### src/rtl/rle_encoder_pkg.sv
// Shared constants for the run-length encoder and its output queue.
package rle_encoder_pkg;

   localparam int RLE_DW     = 16;   // sample/word width, top bit is the tag
   localparam int RLE_CNTW   = 15;   // run-count field width
   localparam int RLE_QDEPTH = 4;    // output queue depth, power of 2
   localparam int RLE_SCNTW  = 25;   // emitted-word counter width

   localparam logic              RLE_TAG_DATA = 1'b0;
   localparam logic              RLE_TAG_CNT  = 1'b1;
   localparam logic [RLE_CNTW-1:0] RLE_CNT_MAX = 15'h7FFF;

   typedef logic [RLE_CNTW-1:0] rle_key_t;

endpackage

### src/rtl/rle_encoder_queue.sv
// Small synchronous FIFO with two ordered write ports and one read port.
// The output register is the first stage: a word pushed into an empty queue
// appears on dout at the same edge, so latency from push to dout is one cycle.
module rle_encoder_queue
   import rle_encoder_pkg::*;
#(
   parameter int DW     = RLE_DW,
   parameter int QDEPTH = RLE_QDEPTH
)(
   input  logic          clk,
   input  logic          rst_n,
   input  logic          clear,
   input  logic          wr0_en,
   input  logic [DW-1:0] wr0_data,
   input  logic          wr1_en,
   input  logic [DW-1:0] wr1_data,
   output logic          dout_valid,
   output logic [DW-1:0] dout,
   output logic          drop
);

   localparam int AW = $clog2(QDEPTH);
   localparam int CW = AW + 1;

   logic [DW-1:0] mem [QDEPTH];
   logic [AW-1:0] wr_ptr;
   logic [AW-1:0] rd_ptr;
   logic [CW-1:0] count;

   logic          empty;
   logic          pop_mem;
   logic          load;
   logic          bypass0;
   logic          bypass1;
   logic          st0;
   logic          st1;
   logic          acc0;
   logic          acc1;
   logic [CW:0]   free;
   logic [1:0]    n_acc;
   logic          we0;
   logic          we1;
   logic [AW-1:0] wa0;
   logic [AW-1:0] wa1;
   logic [DW-1:0] wd0;
   logic [DW-1:0] wd1;

   // Decide which pushes bypass to dout, which are stored, and which are dropped.
   always_comb begin
      empty   = (count == '0);
      pop_mem = !empty;
      load    = pop_mem || wr0_en || wr1_en;
      bypass0 = empty && wr0_en;
      bypass1 = empty && !wr0_en && wr1_en;
      st0     = wr0_en && !bypass0;
      st1     = wr1_en && !bypass1;
      free    = (CW+1)'(QDEPTH) - {1'b0, count} + {{CW{1'b0}}, pop_mem};
      acc0    = st0 && (free != '0);
      acc1    = st1 && (free > {{CW{1'b0}}, acc0});
      drop    = (st0 && !acc0) || (st1 && !acc1);
      n_acc   = {1'b0, acc0} + {1'b0, acc1};
      we0     = acc0 || acc1;
      wa0     = wr_ptr;
      wd0     = acc0 ? wr0_data : wr1_data;
      we1     = acc0 && acc1;
      wa1     = wr_ptr + AW'(1);
      wd1     = wr1_data;
   end

   // Storage array, written in push order.
   always_ff @(posedge clk) begin
      if (we0) mem[wa0] <= wd0;
      if (we1) mem[wa1] <= wd1;
   end

   // Pointers, occupancy and the registered output word.
   always_ff @(posedge clk or negedge rst_n) begin
      if (!rst_n) begin
         wr_ptr     <= '0;
         rd_ptr     <= '0;
         count      <= '0;
         dout_valid <= 1'b0;
         dout       <= '0;
      end else if (clear) begin
         wr_ptr     <= '0;
         rd_ptr     <= '0;
         count      <= '0;
         dout_valid <= 1'b0;
      end else begin
         dout_valid <= load;
         if (load) dout <= pop_mem ? mem[rd_ptr] : (wr0_en ? wr0_data : wr1_data);
         rd_ptr <= rd_ptr + AW'(pop_mem);
         wr_ptr <= wr_ptr + AW'(n_acc);
         count  <= count + CW'(n_acc) - CW'(pop_mem);
      end
   end

endmodule

### src/rtl/rle_encoder.sv
// Run-length encoder: turns a 15-bit-key sample stream into tagged data/count
// words. A count word carries the number of extra repeats of the last data word;
// consecutive count words add. Words leave through a small ordered queue.
module rle_encoder
   import rle_encoder_pkg::*;
#(
   parameter int DW     = RLE_DW,
   parameter int CNTW   = RLE_CNTW,
   parameter int QDEPTH = RLE_QDEPTH,
   parameter int SCNTW  = RLE_SCNTW
)(
   input  logic             core_clk,
   input  logic             core_rst_n,
   input  logic             sample_en,
   input  logic             capture_valid,
   input  logic [DW-1:0]    capture_data,
   input  logic             capture_done,
   output logic             rle_valid,
   output logic [DW-1:0]    rle_data,
   output logic [SCNTW-1:0] rle_sample_cnt,
   output logic             rle_overflow
);

   localparam logic [CNTW-1:0] REP_LAST = {{(CNTW-1){1'b1}}, 1'b0};

   logic            sample_en_d;
   logic            restart;
   logic            accept;
   logic [CNTW-1:0] key;
   logic [CNTW-1:0] last_key;
   logic [CNTW-1:0] last_key_next;
   logic [CNTW-1:0] rep;
   logic [CNTW-1:0] rep_next;
   logic            last_valid;
   logic            last_valid_next;
   logic            done_seen;
   logic            done_seen_next;
   logic            wr0_en;
   logic            wr1_en;
   logic [DW-1:0]   wr0_data;
   logic [DW-1:0]   wr1_data;
   logic            q_drop;
   logic            unused_tag_bit;

   // The top sample bit carries no channel data in 15-channel mode.
   assign unused_tag_bit = capture_data[DW-1];

   assign restart = sample_en && !sample_en_d;
   assign accept  = capture_valid && !done_seen && !restart;
   assign key     = capture_data[CNTW-1:0];

   // Run tracking and word generation; the sample is handled before any flush.
   always_comb begin
      last_key_next   = last_key;
      rep_next        = rep;
      last_valid_next = last_valid;
      done_seen_next  = done_seen;
      wr0_en          = 1'b0;
      wr1_en          = 1'b0;
      wr0_data        = '0;
      wr1_data        = '0;
      if (accept) begin
         if (!last_valid) begin
            wr0_en          = 1'b1;
            wr0_data        = {RLE_TAG_DATA, key};
            last_key_next   = key;
            last_valid_next = 1'b1;
            rep_next        = '0;
         end else if (key != last_key) begin
            if (rep != '0) begin
               wr0_en   = 1'b1;
               wr0_data = {RLE_TAG_CNT, rep};
               wr1_en   = 1'b1;
               wr1_data = {RLE_TAG_DATA, key};
            end else begin
               wr0_en   = 1'b1;
               wr0_data = {RLE_TAG_DATA, key};
            end
            rep_next      = '0;
            last_key_next = key;
         end else if (rep == REP_LAST) begin
            // Run field would reach all-ones: emit a full count word and keep going.
            wr0_en   = 1'b1;
            wr0_data = {RLE_TAG_CNT, {CNTW{1'b1}}};
            rep_next = '0;
         end else begin
            rep_next = rep + CNTW'(1);
         end
      end
      // A pending repeat count only exists when the sample pushed nothing,
      // so the flush always finds port 0 free.
      if (capture_done && !done_seen && !restart) begin
         done_seen_next = 1'b1;
         if (rep_next != '0) begin
            wr0_en   = 1'b1;
            wr0_data = {RLE_TAG_CNT, rep_next};
            rep_next = '0;
         end
      end
   end

   // Encoder state with restart on the rising edge of sample_en.
   always_ff @(posedge core_clk or negedge core_rst_n) begin
      if (!core_rst_n) begin
         sample_en_d <= 1'b0;
         last_key    <= '0;
         rep         <= '0;
         last_valid  <= 1'b0;
         done_seen   <= 1'b0;
      end else begin
         sample_en_d <= sample_en;
         if (restart) begin
            last_key   <= '0;
            rep        <= '0;
            last_valid <= 1'b0;
            done_seen  <= 1'b0;
         end else begin
            last_key   <= last_key_next;
            rep        <= rep_next;
            last_valid <= last_valid_next;
            done_seen  <= done_seen_next;
         end
      end
   end

   // Emitted-word counter (saturating) and sticky overflow flag.
   always_ff @(posedge core_clk or negedge core_rst_n) begin
      if (!core_rst_n) begin
         rle_sample_cnt <= '0;
         rle_overflow   <= 1'b0;
      end else if (restart) begin
         rle_sample_cnt <= '0;
         rle_overflow   <= 1'b0;
      end else begin
         if (rle_valid && (rle_sample_cnt != {SCNTW{1'b1}}))
            rle_sample_cnt <= rle_sample_cnt + SCNTW'(1);
         if (q_drop) rle_overflow <= 1'b1;
      end
   end

   rle_encoder_queue #(
      .DW     (DW),
      .QDEPTH (QDEPTH)
   ) u_queue (
      .clk        (core_clk),
      .rst_n      (core_rst_n),
      .clear      (restart),
      .wr0_en     (wr0_en),
      .wr0_data   (wr0_data),
      .wr1_en     (wr1_en),
      .wr1_data   (wr1_data),
      .dout_valid (rle_valid),
      .dout       (rle_data),
      .drop       (q_drop)
   );

endmodule

### config.mk
export PLATFORM = sky130hd
export DESIGN_NAME = rle_encoder
export DESIGN_NICKNAME = d
export VERILOG_FILES = /design/src/rtl/rle_encoder_pkg.sv /design/src/rtl/rle_encoder_queue.sv /design/src/rtl/rle_encoder.sv
export SDC_FILE = /design/constraint.sdc
export NUM_CORES = 1
export LEC_CHECK = 0
export BUFFER_PORTS_ARGS = -buffer_cell sky130_fd_sc_hd__buf_2
export CAP_MARGIN = 10
export CORE_MARGIN = 2
export CORE_UTILIZATION = 66
export DETAILED_ROUTE_END_ITERATION = 8
export PLACE_DENSITY = 0.92
export SETUP_SLACK_MARGIN = 0.5
export SYNTH_ARGS = -nofsm -noshare
export SYNTH_HDL_FRONTEND = slang
export SYNTH_HIERARCHICAL = 1
export SYNTH_SLANG_ARGS = --single-unit
### constraint.sdc
create_clock -name core_clk -period 15.75 [get_ports core_clk]
set_input_delay 3.15 -clock core_clk [delete_from_list [all_inputs] [get_ports core_clk]]
set_output_delay 3.15 -clock core_clk [all_outputs]
set_load 0.02 [all_outputs]
---- Word level (Yosys, flattened, before mapping) ----
Memory sizes are Yosys's and may differ from the RTL's.
Cells that the tools add are included.
storage, ports and cells
  word-level logic and storage cells ...... 119
  flip-flop bits (word level) ............. 83
  RAM bits ................................ 64
  output and inout bits ................... 43
  memories ................................ 1
  bits of input ports ..................... 21
cells by class
  bitwise logic cells ..................... 1
  reduce and logical (&&, ||, !) cells .... 39
  equality and inequality tests ........... 4
  magnitude comparators ................... 1
  add/sub/neg operators ................... 10
  mux-type cells .......................... 51
memory list
  memory       depth  bits a word  rd ports  clocked after memory_dff  write ports  line                     RTL
  u_queue.mem  4      16           1         0                         2            rle_encoder_queue.sv:25  logic [DW-1:0] mem [QDEPTH];
operators with widths
  cell                                             number
  two-way mux 15 bit                               15
  two-way mux 16 bit                               10
  two-way mux 25 bit                               2
  nonzero test 15 bit                              2
  adder 25 x 1 -> 25 bit, second input constant    1
  != test 25 bit, second input constant            1
  two-way mux 1 bit                                21
  logical AND 1 bit                                16
  adder 15 x 1 -> 15 bit, second input constant    1
  == test 15 bit, second input constant            1
  != test 15 bit                                   1
  zero test 1 bit                                  9
  nonzero test 2 bit                               4
  adder 4 x 1 -> 4 bit                             1
  > comparator 4 x 1 -> 1 bit                      1
  logical OR 1 bit                                 4
  two-way mux 2 bit                                2
  AND reduction 2 bit                              2
  nonzero test 4 bit                               1
  subtractor 3 x 3 -> 4 bit, first input constant  1
  adder 3 x 2 -> 3 bit                             1
  zero test 3 bit                                  1
  two-way mux 3 bit                                1
  != test 3 x 2 -> 1 bit, second input constant    1
  6 further kinds                                  6

---- Depth between registers and ports, before layout ----
Gate-level depths: netlist (run 1).
  depth in word-level cells ............... 19
  mapped depth ............................ 27
  mapped depth without buffers ............ 23

---- Hierarchy ----
The synthesis (run 1) kept the hierarchy.
by module, submodules not included
  module             cells each  area an instance (um^2)  times used  sequential area each (um^2)
  rle_encoder_queue  333         4752.1                   1           2522.4
  rle_encoder        413         3681.0                   1           1476.4

---- Least setup slack after synthesis (run 1) ----
Ideal clock, no wire load.
  path kind ............................... input -> register
  start ................................... input port capture_valid
  end ..................................... memory u_queue/mem[1][0] (netlist bit), enable pin
  library setup time ...................... 414 ps
  path buffers ............................ 4
  slack ................................... 7787 ps
  cell stages on the path ................. 19
  data required time ...................... 15336 ps
  data arrival time ....................... 7548 ps
  path through ............................ nor2b_1 -> buf_2 -> nand4_2 -> o21a_1 -> nor4_1 -> nand4_1 -> nor4b_2 -> o21ai_1 -> buf_2 -> buf_4 -> buf_2 -> and3_2 -> ha_1 -> nor2_1 -> o221ai_1 -> inv_1 -> ha_1 -> nor2_1 -> a211oi_1
RTL lines
  element      line                     RTL
  from (decl)  rle_encoder.sv:15        input logic capture_valid,
  to (decl)    rle_encoder_queue.sv:25

==> run metrics, run 1 <==
outcome=finished, final reports clean; total power per unit cell area=143.4 nW/um2; first-pass GRT wire length=33.24 mm; CP peak stage delay=0.69 ns; drt pass-1 iters=5; ANT cells=0; Crit Path Max Fanout=24; worst setup slack after layout=7.532 ns; Layout Skew=0.008802 ns; H-tree depth=4; R2R Path Start=last_key[9]; drt via density=6.512; pre-CTS setup slack=7.273 ns; top_reg_cell synth=dfrtp_1; Layout Nets=827; type of the worst setup path=input pin to flop; relative slew slack=0.2404; Synth Area in Compound Gates=0.1013; worst hold path class=flop to flop; most common cell after layout, fill and taps aside=dfrtp_1; Lkg Pwr=3.847 nW; post-cts gate resize count=0; hold path endpoint=u_queue/dout[8]; number of I/O pins=64; Distinct cells, synth=70; Post-DP HPWL=13.93 mm; RSZ-0062 raised after global routing=no; mean post-synth cell area=11.30 um2; Critical-path top delay cell=o2111ai_4; post-route minimum period=8.218 ns; ANT nets after route=0; Post-CTS Hold Fix Bufs=0; Clock Tree Buf Depth=2; fraction of layout cells with a size suffix above 1=0.2525; die height=117.0 um; final period utilization=0.5218; Worst Setup End Kind=flop; Hold Crit Start=u_queue/dout[8]; Synth Area in Adders=0.02315; Post-CTS Setup Inserts=0; Arr. time, crit path=8.38 ns; Post-synth EDFFs=64; CTS tree=yes; vias in the first global route=6287; main combinational cell family by area after synthesis=multiplexers; Fillers=780; clk sinks=147; Hold Crit Depth=2; max cap viols=0; CP Launch Type=input pin; Via Count=6356; wire per inst=21.54 um; final setup fails=0; clk slew on worst S/H paths=0.06 ns; Starting Density=0.6710; R2R depth=17; Post-Syn Instances=746; Cell Area, Synth=8433 um2; critical path's top delay family=simple AND/OR/NAND/NOR gates; Clock Root Buffer=clkbuf_16; WL final=21.02 mm; Remaining DRCs=0; GRT Residual Overflow=0; setup TNS=0 ns; data required time of the worst path=15.91 ns; worst path cell trace=buf_2, xor2_1, nor4_1, nand2_1, nor2_1, o21ai_1, nor4b_2, o21ai_2, buf_4, and3_2, ha_1, nor2_1, o221ai_1, inv_1, ha_1, nand2_1, o2111ai_4, mux2_2; final hold vios=0; Crit path buffers/inverters=3; Worst Tran Pin Value=1.139 ns; All-Layer GR Usage=0.3253; sequential area share after synthesis=0.4742; r2r setup slk=9.97 ns; r2r endpoint=u_queue/mem[2][1]; most frequent cells in the layout=dfrtp_1, edfxtp_1, buf_2, nand2_1, nor2_1; initial antenna violation count=0; clk_lat worst skew=0.43 ns; total CTS buffers=17; port buffer count=62; VDD IR max=0.08720 mV; die area=13700 um2; Area Growth Syn to Fin=11.07%; 1st-iter DRT viols=602; fmax=121.7 MHz; Pins Over Slew Limit=0; Die Width=117.0 um; Synth Area in Simple Gates=0.1482; mux share of post-synthesis cell area=0.1552; xor-xnor portion of the synthesized cell area=0.05712; Synth Register Bits=147; row count=41; GP Congestion=0.9081; ys async rst share=0.5646; Finished Core Util=0.7452; largest net degree at the start of global routing=84; total core area=12570 um2; Syn. warnings=6
==> power by group <==
group          leakage [nW]  internal (mW)  switching [mW]
Sequential             1.68          0.475          0.0642
Clock                 0.274          0.239           0.156
Combinational          1.90          0.169           0.240
Total                  3.85          0.883           0.460
==> final cells by class <==
type	count	area (um2)	area share
sequential	147	3999	0.4269
clock inverter	11	110.1	0.01176
multi-input combinational	536	4140	0.4420
timing repair buffer	69	365.4	0.03901
clock buffer	21	460.4	0.04916
inverter	20	76.32	0.008149
tap	172	215.2	0.02298
==> state kept, by name (all words and copies together) (netlist names) <==
signal              cells
u_queue/mem            64
u_queue/dout           16
u_queue/count           3
u_queue/rd_ptr          2
rep                    15
last_valid              1
done_seen               1
rle_sample_cnt         25
sample_en_d             1
u_queue/dout_valid      1
rle_overflow            1
u_queue/wa0             2
last_key               15
==> metal layers <==
layer  global-route usage  routed length [um]
met4               0.1380                 622
met3              0.06952                1764
met5                    0                   0
met2               0.5437               10530
met1               0.4146                8101
==> logic make-up (layout without fill, tap and decap cells) <==
logic type                 Yosys count  in the layout
muxes                               99             99
AOI/OAI and AO/OA                  125            125
xor gates and xnor gates            55             55
DFF                                147            147
buffers and inverters               67            121
other                                1              5
adders and majority gates           15             15
and+or+nand+nor                    237            237
==> tightest hold or removal path, delay by kind of cell (launching register included) <==
family,cells,cell delay [ns]
flip-flops,1,0.34
AO/OA/AOI/OAI,1,0.06
AND/OR/NAND/NOR,1,0.04
==> worst max-delay path by stage <==
stage,from,to,depth (start not counted)
after floorplan,capture_valid,u_queue/mem[1][0],19
after global placement,capture_data[4],u_queue/mem[2][15],18
after detailed placement,capture_data[9],u_queue/mem[2][1],18
after CTS,capture_data[3],u_queue/mem[2][0],18
after global routing,capture_data[4],u_queue/mem[2][0],18
final,capture_data[9],u_queue/mem[2][1],18
==> cells in the mapped netlist, types with 7 or more instances <==
master | count | area share
clkbuf_1 | 15 | 0.0067
nand4_1 | 13 | 0.0096
mux2_4 | 10 | 0.018
mux2_2 | 53 | 0.071
edfxtp_1 | 64 | 0.23
o21ai_1 | 8 | 0.0047
buf_2 | 18 | 0.011
mux4_2 | 16 | 0.043
o22ai_1 | 14 | 0.010
a22o_1 | 15 | 0.016
xor2_1 | 35 | 0.036
mux2i_1 | 19 | 0.023
inv_1 | 18 | 0.0080
nand2_1 | 59 | 0.026
nand3_1 | 22 | 0.013
nor4_1 | 7 | 0.0052
ha_1 | 14 | 0.021
dfrtp_1 | 83 | 0.25
nor2_1 | 57 | 0.025
o21ai_0 | 42 | 0.025
xnor2_1 | 20 | 0.021
buf_4 | 8 | 0.0071
nor3_1 | 22 | 0.013
and2_1 | 22 | 0.016
==> stage by stage <==
stage / cell area (um2) / hold WS, ns / total power, mW / std cells
CTS: 9359 / 0.4780 / 1.343 / 975
floorplan: 8448 / 0.4859 / 0.8371 / 750
finish: 9366 / 0.4703 / 1.344 / 976
global route: 9366 / 0.5005 / 1.403 / 976
detailed placement: 8788 / 0.4650 / 0.9468 / 943
global placement: 8788 / 0.4555 / 0.9147 / 943
(Power assumes the default switching activity.)
==> run 2, diff against run 1 <==
--- a/config.mk
+++ b/config.mk
@@ -8,9 +8,9 @@
 export BUFFER_PORTS_ARGS = -buffer_cell sky130_fd_sc_hd__buf_2
 export CAP_MARGIN = 10
 export CORE_MARGIN = 2
-export CORE_UTILIZATION = 66
+export CORE_UTILIZATION = 55
 export DETAILED_ROUTE_END_ITERATION = 8
-export PLACE_DENSITY = 0.92
+export PLACE_DENSITY = 0.83
 export SETUP_SLACK_MARGIN = 0.5
 export SYNTH_ARGS = -nofsm -noshare
 export SYNTH_HDL_FRONTEND = slang
==> constraint.sdc (replaced) <==
create_clock -name core_clk -period 6.7 [get_ports core_clk]
set_input_delay 1.34 -clock core_clk [delete_from_list [all_inputs] [get_ports core_clk]]
set_output_delay 1.34 -clock core_clk [all_outputs]
set_load 0.02 [all_outputs]
==> run 2 against run 1 <==
  * Total power is 130% higher
  * Combinational power grew 130%
  * Sequential share of layout area shrank 0.11 points
  * Setup slack worse by 6.6 ns
  * Register-to-register slack got worse by 8.4 ns
  * Die area rose by 19%
  * Flip-flop and latch count unchanged
  * Final area rose by 0.27%
  * Core utilization decreased by 12 points
  * Highest routed layer unchanged
==> run metrics, run 2 (same netlist as run 1, synthesis figures left out) <==
outcome=finished, final reports clean; worst hold path class=flop to flop; die area=16340 um2 (+19%); CP Launch Type=input pin; total CTS buffers=17 (unchanged); most frequent cells in the layout=dfrtp_1, edfxtp_1, buf_2, nand2_1, nor2_1; fraction of layout cells with a size suffix above 1=0.2593 (+0.006772); WL final=19.36 mm (-7.9%); CTS tree=yes; largest net degree at the start of global routing=51 (-39%); Layout Nets=833 (+0.73%); Starting Density=0.5589 (-0.1121); CP peak stage delay=0.67 ns (-0.02 ns); Tot Pwr=3.070 mW (+130%); row count=45 (+9.8%); most common cell after layout, fill and taps aside=dfrtp_1; clk slew on worst S/H paths=0.06 ns (about the same); Biggest register=u_queue/mem; total power per unit cell area=326.9 nW/um2 (+130%); Clock Tree Buf Depth=2 (unchanged); biggest regs=u_queue/mem (64), rle_sample_cnt (25), u_queue/dout (16); Arr. time, crit path=5.92 ns (-2.46 ns); drt pass-1 iters=6 (+1); final setup fails=0 (unchanged); GP Congestion=0.9461 (+4.2%); total core area=15090 um2 (+20%); Critical-path top delay cell=o2111ai_4; 1st-iter DRT viols=608 (+1.0%); footprint of the multi-input gates=4128 um2 (-0.30%); most used cell, CP=ha_1; Area Growth Syn to Fin=11.37%; Die Width=127.8 um (+9.2%); Largest register FFs=64 (unchanged); clk sinks=147 (unchanged); clk_lat worst skew=0.43 ns (about the same); fmax=174.3 MHz; Worst Setup End Kind=flop; Finished Core Util=0.6224 (-0.1229); ANT cells=0 (unchanged); VDD IR max=0.1659 mV (+90%); Post-CTS Setup Inserts=0 (unchanged); drt via density=6.157 (-5.5%); H-tree depth=4 (unchanged); max cap viols=0 (unchanged); Layout Skew=0.01966 ns (+0.01086 ns); Pins Over Slew Limit=0 (unchanged); post-cts gate resize count=0 (unchanged); ANT nets after route=0 (unchanged); All-Layer GR Usage=0.2515 (-0.07381); final period utilization=0.8564; setup TNS=0 ns (unchanged); Crit Path Max Fanout=16 (-33%); data required time of the worst path=6.88 ns (-9.03 ns); port buffer count=62 (unchanged); Post-DP HPWL=13.11 mm (-5.9%); post-route minimum period=5.738 ns; final hold vios=0 (unchanged); first-pass GRT wire length=31.80 mm (-4.3%); wire per inst=19.40 um (-9.9%); GRT Residual Overflow=0 (unchanged); Hold Crit Depth=2 (unchanged); Worst Tran Pin Value=1.103 ns (-0.03608 ns); Via Count=6145 (-3.3%); RSZ-0062 raised after global routing=no; Remaining DRCs=0 (unchanged); Fillers=1176 (+51%); relative slew slack=0.2645 (+0.02405); Post-CTS Hold Fix Bufs=0 (unchanged); R2R depth=16 (-1); type of the worst setup path=input pin to flop; number of I/O pins=64 (unchanged); initial antenna violation count=0 (unchanged); pre-CTS setup slack=0.6066 ns (-6.666 ns); die height=127.8 um (+9.2%); vias in the first global route=6096 (-3.0%); worst path cell trace=buf_2, nor2b_1, nand4_2, o21a_1, nor4_1, nand4_1, nor4b_2, o21ai_2, and3_2, ha_1, nor2_1, o221ai_1, inv_1, ha_1, nand2_1, o2111ai_4, mux2_2; worst setup slack after layout=0.9622 ns (-6.570 ns); register area=3999 um2 (unchanged); Clock Root Buffer=clkbuf_16; Lkg Pwr=3.855 nW (+0.21%)
## run 2: cell type report
type,instances,share of cell area
Timing Repair Buffer,75,0.04370
Clock inverter,14,0.01212
Tap cell,188,0.02505
Clock buffer,18,0.04570
Multi-Input combinational cell,536,0.4395
Sequential cell,147,0.4258
Inverter,20,0.008127
## run 2: per-stage QoR
stage	cells	hold slack (ns)	cell area [um2]
floorplan	750	0.4859	8448
global placement	966	0.4583	8848
detailed placement	966	0.4665	8848
CTS	998	0.4797	9392
global route	998	0.4920	9392
finish	998	0.4704	9392
## run 2: worst max-delay path, delay by kind of cell
family	cells	cell delay, ns
and+or+nand+nor	8	2.23
adders and majority gates	2	0.53
buffers and inverters	2	0.18
muxes	1	0.42
AOI/OAI and AO/OA	4	1.21
## run 2: final timing paths
check,startpoint,end,slack (ns)
worst max-delay path,capture_valid,u_queue/mem[2][2],0.96
worst min-delay path,u_queue/dout[2],u_queue/dout[2],0.47
worst max register to register,u_queue/count[1],u_queue/mem[2][2],1.54
worst min register to register,u_queue/dout[2],u_queue/dout[2],0.47
max in group asynchronous,core_rst_n,rep[0],4.86
min in group asynchronous,core_rst_n,rep[7],0.86
## run 2: layer usage
layer  vias up  global-route usage  share of wire
met5         -                   0              0
met1      3008              0.3423           0.42
met2       265              0.4067           0.49
li1       2832                   -              -
met3        40             0.05175          0.068
met4         0             0.08403          0.024
## run 2: where the power goes
| group | switching [mW] | leakage (nW) | internal (mW) |
|---|---|---|---|
| combinational | 0.540 | 1.92 | 0.397 |
| clock | 0.375 | 0.255 | 0.506 |
| sequential | 0.137 | 1.68 | 1.12 |
| total | 1.05 | 3.86 | 2.02 |
